==> src/rtl/cpu_ctrl_pkg.sv <==
// Shared encodings for the accumulator/stack CPU controller: state codes,
// major opcodes, stack sub-functions and the ALU function codes it issues.
package cpu_ctrl_pkg;

    typedef enum logic [3:0] {
        FETCH0   = 4'd0,
        FETCH1   = 4'd1,
        FETCH2   = 4'd2,
        DECODE   = 4'd3,
        ALU_A    = 4'd4,
        ALU_B    = 4'd5,
        BRANCH   = 4'd6,
        MEM_ADDR = 4'd7,
        MEM_RD   = 4'd8,
        WB       = 4'd9,
        ST_DATA  = 4'd10,
        MEM_WR   = 4'd11,
        SP_ADDR  = 4'd12,
        SP_UPD   = 4'd13,
        STK_RD   = 4'd14,
        PC_SAVE  = 4'd15
    } state_t;

    localparam logic [3:0] OP_NOP = 4'b0000;
    localparam logic [3:0] OP_ALU = 4'b0001;
    localparam logic [3:0] OP_BR  = 4'b0011;
    localparam logic [3:0] OP_MEM = 4'b1010;
    localparam logic [3:0] OP_STK = 4'b1111;

    localparam logic [1:0] PUSH = 2'b00;
    localparam logic [1:0] POP  = 2'b01;
    localparam logic [1:0] CALL = 2'b10;
    localparam logic [1:0] RET  = 2'b11;

    localparam logic [2:0] FN_NONE = 3'b000;
    localparam logic [2:0] FN_INC  = 3'b110;
    localparam logic [2:0] FN_DEC  = 3'b111;

endpackage

==> src/rtl/cpu_ctrl_next.sv <==
// Pure combinational next-state function of the controller FSM.
module cpu_ctrl_next
    import cpu_ctrl_pkg::*;
(
    input  state_t     cur,
    input  logic [3:0] ir_1,
    input  logic [1:0] ir_2,
    input  logic       cc,
    output state_t     nxt
);

    always_comb begin
        nxt = FETCH0;
        case (cur)
            FETCH0: nxt = FETCH1;
            FETCH1: nxt = FETCH2;
            FETCH2: nxt = DECODE;
            DECODE: begin
                case (ir_1)
                    OP_ALU:  nxt = ALU_A;
                    OP_BR:   nxt = cc ? BRANCH : FETCH0;
                    OP_MEM:  nxt = MEM_ADDR;
                    // PUSH/CALL pre-decrement SP; POP/RET address via SP first
                    OP_STK:  nxt = ir_2[0] ? SP_ADDR : SP_UPD;
                    default: nxt = FETCH0;
                endcase
            end
            ALU_A:    nxt = ALU_B;
            ALU_B:    nxt = FETCH0;
            BRANCH:   nxt = FETCH0;
            MEM_ADDR: nxt = ir_2[0] ? ST_DATA : MEM_RD;
            MEM_RD:   nxt = WB;
            WB:       nxt = (ir_1 == OP_STK) ? SP_UPD : FETCH0;
            ST_DATA:  nxt = MEM_WR;
            // CALL finishes by jumping to the label once the return PC is stored
            MEM_WR:   nxt = (ir_1 == OP_STK && ir_2 == CALL) ? BRANCH : FETCH0;
            SP_ADDR: begin
                case (ir_2)
                    PUSH:    nxt = ST_DATA;
                    CALL:    nxt = PC_SAVE;
                    default: nxt = STK_RD;
                endcase
            end
            SP_UPD:   nxt = ir_2[0] ? FETCH0 : SP_ADDR;
            STK_RD:   nxt = WB;
            PC_SAVE:  nxt = MEM_WR;
            default:  nxt = FETCH0;
        endcase
    end

endmodule

==> src/rtl/cpu_controller.sv <==
// Multicycle controller for the accumulator/stack CPU: state register plus
// combinational decode of bus enables, register loads, memory strobes and ALU op.
module cpu_controller
    import cpu_ctrl_pkg::*;
(
    input  logic       clk,
    input  logic       rst,
    input  logic [3:0] op,
    input  logic       cc,
    input  logic [3:0] ir_1,
    input  logic [1:0] ir_2,
    output logic [3:0] state,
    output logic [3:0] nextstate,
    output logic       TMDR,
    output logic       Tlabel,
    output logic       Tpc,
    output logic       Tsp,
    output logic       Treg,
    output logic       LDmar,
    output logic       LDmdr,
    output logic       LDy,
    output logic       LDir,
    output logic       LDsp,
    output logic       LDpc,
    output logic       LDreg,
    output logic       R_W,
    output logic       MM,
    output logic       ALUon,
    output logic [2:0] fnSelect
);

    state_t cur;
    state_t nxt;
    logic   unused_op3;

    assign unused_op3 = op[3];
    assign state      = cur;
    assign nextstate  = nxt;

    cpu_ctrl_next u_next (
        .cur  (cur),
        .ir_1 (ir_1),
        .ir_2 (ir_2),
        .cc   (cc),
        .nxt  (nxt)
    );

    always_ff @(posedge clk or negedge rst) begin
        if (!rst) cur <= FETCH0;
        else      cur <= nxt;
    end

    // Outputs are decoded from the live state so an async reset immediately
    // drops any memory strobe and presents the FETCH0 controls.
    always_comb begin
        TMDR     = 1'b0;
        Tlabel   = 1'b0;
        Tpc      = 1'b0;
        Tsp      = 1'b0;
        Treg     = 1'b0;
        LDmar    = 1'b0;
        LDmdr    = 1'b0;
        LDy      = 1'b0;
        LDir     = 1'b0;
        LDsp     = 1'b0;
        LDpc     = 1'b0;
        LDreg    = 1'b0;
        R_W      = 1'b1;
        MM       = 1'b0;
        ALUon    = 1'b0;
        fnSelect = FN_NONE;
        case (cur)
            FETCH0:   begin Tpc = 1'b1; LDmar = 1'b1; end
            FETCH1:   begin MM = 1'b1; LDmdr = 1'b1; end
            FETCH2:   begin TMDR = 1'b1; LDir = 1'b1; LDpc = 1'b1; end
            DECODE:   ;
            ALU_A:    begin Treg = 1'b1; LDy = 1'b1; end
            ALU_B:    begin ALUon = 1'b1; fnSelect = op[2:0]; LDreg = 1'b1; end
            BRANCH:   begin Tlabel = 1'b1; LDpc = 1'b1; end
            MEM_ADDR: begin Tlabel = 1'b1; LDmar = 1'b1; end
            MEM_RD:   begin MM = 1'b1; LDmdr = 1'b1; end
            WB: begin
                TMDR = 1'b1;
                if (ir_1 == OP_STK && ir_2 == RET) LDpc = 1'b1;
                else                               LDreg = 1'b1;
            end
            ST_DATA:  begin Treg = 1'b1; LDmdr = 1'b1; end
            MEM_WR:   begin MM = 1'b1; R_W = 1'b0; end
            SP_ADDR:  begin Tsp = 1'b1; LDmar = 1'b1; end
            SP_UPD: begin
                Tsp      = 1'b1;
                ALUon    = 1'b1;
                LDsp     = 1'b1;
                fnSelect = ir_2[0] ? FN_INC : FN_DEC;
            end
            STK_RD:   begin MM = 1'b1; LDmdr = 1'b1; end
            PC_SAVE:  begin Tpc = 1'b1; LDmdr = 1'b1; end
            default:  ;
        endcase
    end

endmodule

==> config.mk <==
export PLATFORM = sky130hd
export DESIGN_NAME = cpu_controller
export DESIGN_NICKNAME = d
export VERILOG_FILES = /design/src/rtl/cpu_ctrl_pkg.sv /design/src/rtl/cpu_ctrl_next.sv /design/src/rtl/cpu_controller.sv
export SDC_FILE = /design/constraint.sdc
export NUM_CORES = 1
export LEC_CHECK = 0
export CAP_MARGIN = 20
export CORE_UTILIZATION = 47
export CTS_CLUSTER_SIZE = 30
export DETAILED_ROUTE_END_ITERATION = 7
export DONT_BUFFER_PORTS = 1
export GPL_TIMING_DRIVEN = 0
export SLEW_MARGIN = 20
export SYNTH_ARGS = -nofsm -noshare
export SYNTH_HDL_FRONTEND = slang
export SYNTH_HIERARCHICAL = 1
export SYNTH_SLANG_ARGS = --single-unit
==> constraint.sdc <==
create_clock -name clk -period 3 [get_ports clk]
set_clock_uncertainty 0.2 [all_clocks]
set_input_delay 0.45 -clock clk [delete_from_list [all_inputs] [get_ports clk]]
set_output_delay 0.45 -clock clk [all_outputs]
set_load 0.02 [all_outputs]
==> results.sh, run 1 <==
export IMPL_fin_crit_ns=2.53
export IMPL_numCtsBuffers=3
export IMPL_wl_per_cell_um=13.2
export IMPL_rows=13
export IMPL_drt_iter0_drc=15
export IMPL_slew_viol_final=0
export IMPL_die_height_um=39.2
export IMPL_core_um2=1300
export IMPL_final_seq_area_um2=100
export IMPL_start_kind="flip-flop"
export IMPL_grt_pass1_wl_mm=2.04
export IMPL_vias=738
export IMPL_grt_util_all_layers=0.201
export IMPL_cts_root_buf="clkbuf_4"
export IMPL_crit_slowest_cell="dfrtp_1"
export IMPL_p_comb_frac=0.730
export IMPL_n_antenna_cell=0
export IMPL_regToRegSetupSlack_ns=1.01
export IMPL_finalWeightedCongestion=0.800
export IMPL_cap_violations=0
export IMPL_dieArea_um2=1540
export IMPL_grt_pass1_vias=495
export IMPL_arrival_ns=1.88
export IMPL_critical_path_required_ns=2.35
export IMPL_async_flop_share=1.00
export IMPL_finalSetupViolations=0
export IMPL_cp_end_kind="primary output"
export IMPL_p_sw_frac=0.618
export IMPL_r2r_end="state[1]$_DFF_PN0_"
export IMPL_synth_top_area_frac=0.154
export IMPL_pwr_share_seq=0.184
export IMPL_status="completed"
export IMPL_synth_nets=111
export IMPL_synth_cell_types=38
export IMPL_vias_per_cell=6.31
export IMPL_fin_tns_setup_ns=0
export IMPL_synth_edf_count=0
export IMPL_grt_setup_unrepaired="no"
export IMPL_drc=0
export IMPL_routed_wl_mm=1.55
export IMPL_area_delta_synth_final_pct=7.87
export IMPL_max_stage_delay_ns=0.68
export IMPL_r2r_start="state[1]$_DFF_PN0_"
export IMPL_ios=39
export IMPL_dr_pass1_iters=6
export IMPL_setup_worst_path_start="state[3]$_DFF_PN0_"
export IMPL_yosys_register_bits=4
export IMPL_internal_power_uw=296
export IMPL_avgSynthCellArea_um2=6.65
export IMPL_die_width_um=39.2
export IMPL_reg2reg_depth=5
export IMPL_synth_ff_type="dfrtp_1"
export IMPL_grt_max_degree=14
export IMPL_worstSkewPairLatency_ns=0.23
export IMPL_synth_cells=98
export IMPL_cts_resized=0
export IMPL_largest_reg_flops=4
export IMPL_leakagePower_nw=0.299
export IMPL_post_dp_cell_area_um2=671
export IMPL_max_slew_margin_rel=0.578
export IMPL_nets=117
export IMPL_final_area_um2=703
export IMPL_gr_total_overflow=0
export IMPL_drtAntennaViolNets=0
export IMPL_clockBufferDepth=2
export IMPL_clkPwrFrac=0.085
export IMPL_finish_utilization=0.540
export IMPL_tightest_slew_ns=0.626
export IMPL_syn_area_um2=652
export IMPL_peakVddDrop_mv=0.690
export IMPL_ys_warn_count=6
export IMPL_dpl_hpwl_mm=1.17
export IMPL_path_max_fanout=13
export IMPL_fmax_mhz=396
export IMPL_cellPowerDensity_nw_per_um2=1100
export IMPL_synthTopCellsByArea="dfrtp_1 (15%), nor2_1 (8.6%), buf_2 (4.6%), o21ai_0 (4.6%), nand2_1 (4.6%)"
export IMPL_nFillCells=133
export IMPL_start_util=0.501
export IMPL_cts_tree="done"
export IMPL_whs_ns=0.283
export IMPL_hold_viol_final=0
export IMPL_synth_most_common_cell="nor2_1"
export IMPL_synth_seq_area_share=0.154
export IMPL_power_switching_uw=478
export IMPL_synthTopCellsByCount="nor2_1 (15), nand2_1 (8), buf_2 (6), inv_1 (6), o21ai_0 (6)"
export IMPL_worstPathCellList="buf_2, mux2_2, nor2_1"
export IMPL_hold_path_class="input pin to asynchronous set/reset pin"
export IMPL_synth_top_area_cell="dfrtp_1"
export IMPL_cts_setup_buffers=0
export IMPL_clkSinkCount=4
export IMPL_htreeDepth=1
export IMPL_antenna_found_initial=0
export IMPL_critical_path_class="flip-flop to primary output"
export IMPL_drive_gt1_frac=0.167
export IMPL_p_total_uw=774
export IMPL_clk_pin_slew_ns=0.04
export IMPL_port_buffers=0
export IMPL_timing_final_crit_share=0.842
export IMPL_multiInputGateArea_um2=490
-- cells in the final DEF (no fill, tap or decap), drive strengths merged, types with 2 or more instances in the layout --
| master | n |
|---|---|
| a21oi | 4 |
| nor2 | 15 |
| dfrtp | 4 |
| nor3 | 5 |
| nand4 | 2 |
| o21ai | 7 |
| buf | 6 |
| nand3 | 3 |
| nand2 | 8 |
| nor4b | 2 |
| nand3b | 2 |
| nor2b | 3 |
| nand4b | 2 |
| inv | 7 |
| clkbuf | 4 |
| mux2i | 2 |
| o22ai | 2 |
| a311o | 2 |
| mux2 | 2 |
| a22oi | 2 |
| nand2b | 2 |
| xor2 | 2 |
-- through the flow --
stage | setup slack (ns) | std cells
2_1_floorplan | 0.867 | 98
3_3_place_gp | 0.704 | 113
3_5_place_dp | 0.710 | 113
4_1_cts | 0.458 | 117
5_1_grt | 0.313 | 117
6_report | 0.474 | 117
-- routing by layer --
| layer | vias to the layer above | share of wire | global-route usage |
|---|---|---|---|
| met5 | - | 0 | 0 |
| met4 | 0 | 0.0090 | 0.0776 |
| met3 | 6 | 0.096 | 0.0867 |
| met2 | 39 | 0.46 | 0.304 |
| met1 | 329 | 0.43 | 0.247 |
| li1 | 364 | - | - |
-- what timing repair did --
item	CTS	global route
setup endpoints to repair	0	0
hold endpoints to repair	4	0
hold buffers	1	0
-- worst max path at each step --
stage / endpoint
after floorplan: TMDR
after global placement: Tpc
after detailed placement: Tpc
after CTS: Tpc
after global routing: nextstate[1]
final: TMDR
-- power groups by stage --
stage	Sequential, mW	Clock, mW	Combinational [mW]
after floorplan	0.132	0	0.498
after global placement	0.144	0	0.556
after detailed placement	0.144	0	0.559
after CTS	0.144	0.0690	0.563
after global routing	0.150	0.0762	0.613
final	0.143	0.0662	0.565
-- area by class of cell --
class,count,area share
Multi-Input combinational cell,80,0.698
Tap cell,15,0.0267
Sequential cell,4,0.142
Timing Repair Buffer,1,0.0142
Clock buffer,3,0.0320
Buffer,7,0.0498
Inverter,7,0.0374
-- worst max-delay path, delay by kind of cell (launching register included) --
kind / cells / cell delay, ns
buf+inv: 1 / 0.31
flops: 1 / 0.68
mux: 1 / 0.35
simple gates: 1 / 0.30
-- cell families after synthesis --
logic type                after synthesis  share of synthesized area
xor gates and xnor gates                2                     0.0269
AOI/OAI and AO/OA                      23                      0.232
buffers and inverters                  14                     0.0940
and+or+nand+nor                        51                      0.428
muxes                                   4                     0.0653
DFF                                     4                      0.154
Note: power is estimated with default switching activity, not from simulation.
==> run 2: changes to the inputs <==
==> constraint.sdc (replaced) <==
create_clock -name clk -period 2.6 [get_ports clk]
set_clock_uncertainty 0.2 [all_clocks]
set_input_delay 0.39 -clock clk [delete_from_list [all_inputs] [get_ports clk]]
set_output_delay 0.39 -clock clk [all_outputs]
set_load 0.02 [all_outputs]
==> results.sh, run 2 (synthesis gave the netlist of run 1 again) <==
export IMPL_power_switching_uw=561
export IMPL_cp_end_kind="primary output"
export IMPL_drt_iter0_drc=9
export IMPL_pwr_share_seq=0.181
export IMPL_clkPwrFrac=0.086
export IMPL_post_dp_cell_area_um2=671
export IMPL_timing_final_crit_share=0.949
export IMPL_worstSkewPairLatency_ns=0.24
export IMPL_worstPathCellList="buf_2, mux2_2, nor2_1"
export IMPL_nets=117
export IMPL_htreeDepth=1
export IMPL_fin_tns_setup_ns=0
export IMPL_drive_gt1_frac=0.176
export IMPL_regToRegSetupSlack_ns=0.65
export IMPL_vias_per_cell=6.27
export IMPL_grt_util_all_layers=0.201
export IMPL_hold_path_class="input pin to asynchronous set/reset pin"
export IMPL_die_width_um=39.2
export IMPL_routed_wl_mm=1.62
export IMPL_path_max_fanout=13
export IMPL_n_antenna_cell=0
export IMPL_cts_root_buf="clkbuf_4"
export IMPL_dpl_hpwl_mm=1.17
export IMPL_vias=734
export IMPL_dieArea_um2=1540
export IMPL_critical_path_class="flip-flop to primary output"
export IMPL_max_slew_margin_rel=0.578
export IMPL_fmax_mhz=405
export IMPL_clockBufferDepth=2
export IMPL_multiInputGateArea_um2=497
export IMPL_crit_slowest_cell="dfrtp_1"
export IMPL_final_area_um2=709
export IMPL_hold_viol_final=0
export IMPL_numCtsBuffers=3
export IMPL_cts_tree="done"
export IMPL_peakVddDrop_mv=0.769
export IMPL_leakagePower_nw=0.302
export IMPL_slew_viol_final=0
export IMPL_rows=13
export IMPL_r2r_start="state[3]$_DFF_PN0_"
export IMPL_nFillCells=135
export IMPL_gr_total_overflow=0
export IMPL_largest_reg_flops=4
export IMPL_clk_pin_slew_ns=0.04
export IMPL_critical_path_required_ns=2.01
export IMPL_grt_setup_unrepaired="no"
export IMPL_drc=0
export IMPL_dr_pass1_iters=6
export IMPL_ios=39
export IMPL_wl_per_cell_um=13.9
export IMPL_internal_power_uw=348
export IMPL_clkSinkCount=4
export IMPL_arrival_ns=1.88
export IMPL_tightest_slew_ns=0.626
export IMPL_die_height_um=39.2
export IMPL_r2r_end="state[0]$_DFF_PN0_"
export IMPL_grt_pass1_vias=495
export IMPL_grt_pass1_wl_mm=2.04
export IMPL_final_cell_mix="nor2_1 (15), nand2_1 (8), buf_2 (6), inv_1 (6)"
export IMPL_finalSetupViolations=0
export IMPL_port_buffers=0
export IMPL_reg2reg_depth=4
export IMPL_fin_crit_ns=2.47
export IMPL_cap_violations=0
export IMPL_cellPowerDensity_nw_per_um2=1280
export IMPL_finalWeightedCongestion=0.800
export IMPL_area_delta_synth_final_pct=8.83
export IMPL_status="completed"
export IMPL_drtAntennaViolNets=0
export IMPL_antenna_found_initial=0
export IMPL_start_kind="flip-flop"
export IMPL_p_sw_frac=0.617
export IMPL_grt_max_degree=14
export IMPL_max_stage_delay_ns=0.67
export IMPL_start_util=0.501
export IMPL_core_um2=1300
export IMPL_final_common_cell="nor2_1"
export IMPL_p_comb_frac=0.733
export IMPL_final_seq_area_um2=100
export IMPL_cts_setup_buffers=0
[run 2: repair_timing]
action	4_1_cts	5_1_grt
gates resized for setup	0	2
setup endpoints to repair	0	2
endpoints found under the hold margin	4	0
hold buffers	1	0
[run 2: final cells by class]
cell class,count,share of cell area
multi-input combinational,80,0.700
sequential,4,0.141
buffer,7,0.0494
inverter,7,0.0370
clock buffer,3,0.0317
tap,15,0.0265
timing repair buffer,1,0.0141
[run 2: power by group through the flow]
stage                     combinational (mW)  sequential (mW)  clock, mW
final                                  0.666            0.165     0.0783
after global routing                   0.722            0.173     0.0879
after detailed placement               0.645            0.166          0
after floorplan                        0.574            0.153          0
after global placement                 0.642            0.166          0
after CTS                              0.650            0.166     0.0796
[run 2: worst max-delay path by stage]
| stage | from | endpoint | slack [ns] | cells after the start |
|---|---|---|---|---|
| 6_report | state[3]$_DFF_PN0_ | TMDR | 0.13 | 3 |
| 5_1_grt | state[3]$_DFF_PN0_ | TMDR | 0.04 | 3 |
| 4_1_cts | state[3]$_DFF_PN0_ | Tpc | 0.12 | 3 |
| 3_5_place_dp | state[3]$_DFF_PN0_ | Tpc | 0.37 | 3 |
| 3_3_place_gp | state[3]$_DFF_PN0_ | Tpc | 0.36 | 3 |
| 2_1_floorplan | state[3]$_DFF_PN0_ | TMDR | 0.53 | 3 |
[run 2: critical path, delay by kind of cell (launching register included)]
| kind | cells | cell delay, ns |
|---|---|---|
| buffers and inverters | 1 | 0.31 |
| multiplexers | 1 | 0.35 |
| flip-flops | 1 | 0.67 |
| AND/OR/NAND/NOR | 1 | 0.30 |
[run 2: through the flow]
| step | hold slack [ns] | utilization | std cells | total power, mW | worst slack, ns |
|---|---|---|---|---|---|
| 2_1_floorplan | -0.106 | - | 98 | 0.727 | 0.527 |
| 6_report | 0.218 | 0.545 | 117 | 0.909 | 0.131 |
| 5_1_grt | 0.220 | 0.545 | 117 | 0.983 | 0.0391 |
| 3_5_place_dp | -0.106 | 0.515 | 113 | 0.812 | 0.370 |
| 3_3_place_gp | -0.106 | 0.515 | 113 | 0.808 | 0.364 |
| 4_1_cts | 0.222 | 0.540 | 117 | 0.895 | 0.118 |
[run 2: per-layer routing]
layer	vias up	part of all wire	GRT usage
met4	0	0.0037	0.0776
met5	-	0	0
met1	339	0.42	0.247
li1	364	-	-
met2	29	0.49	0.304
met3	2	0.089	0.0867
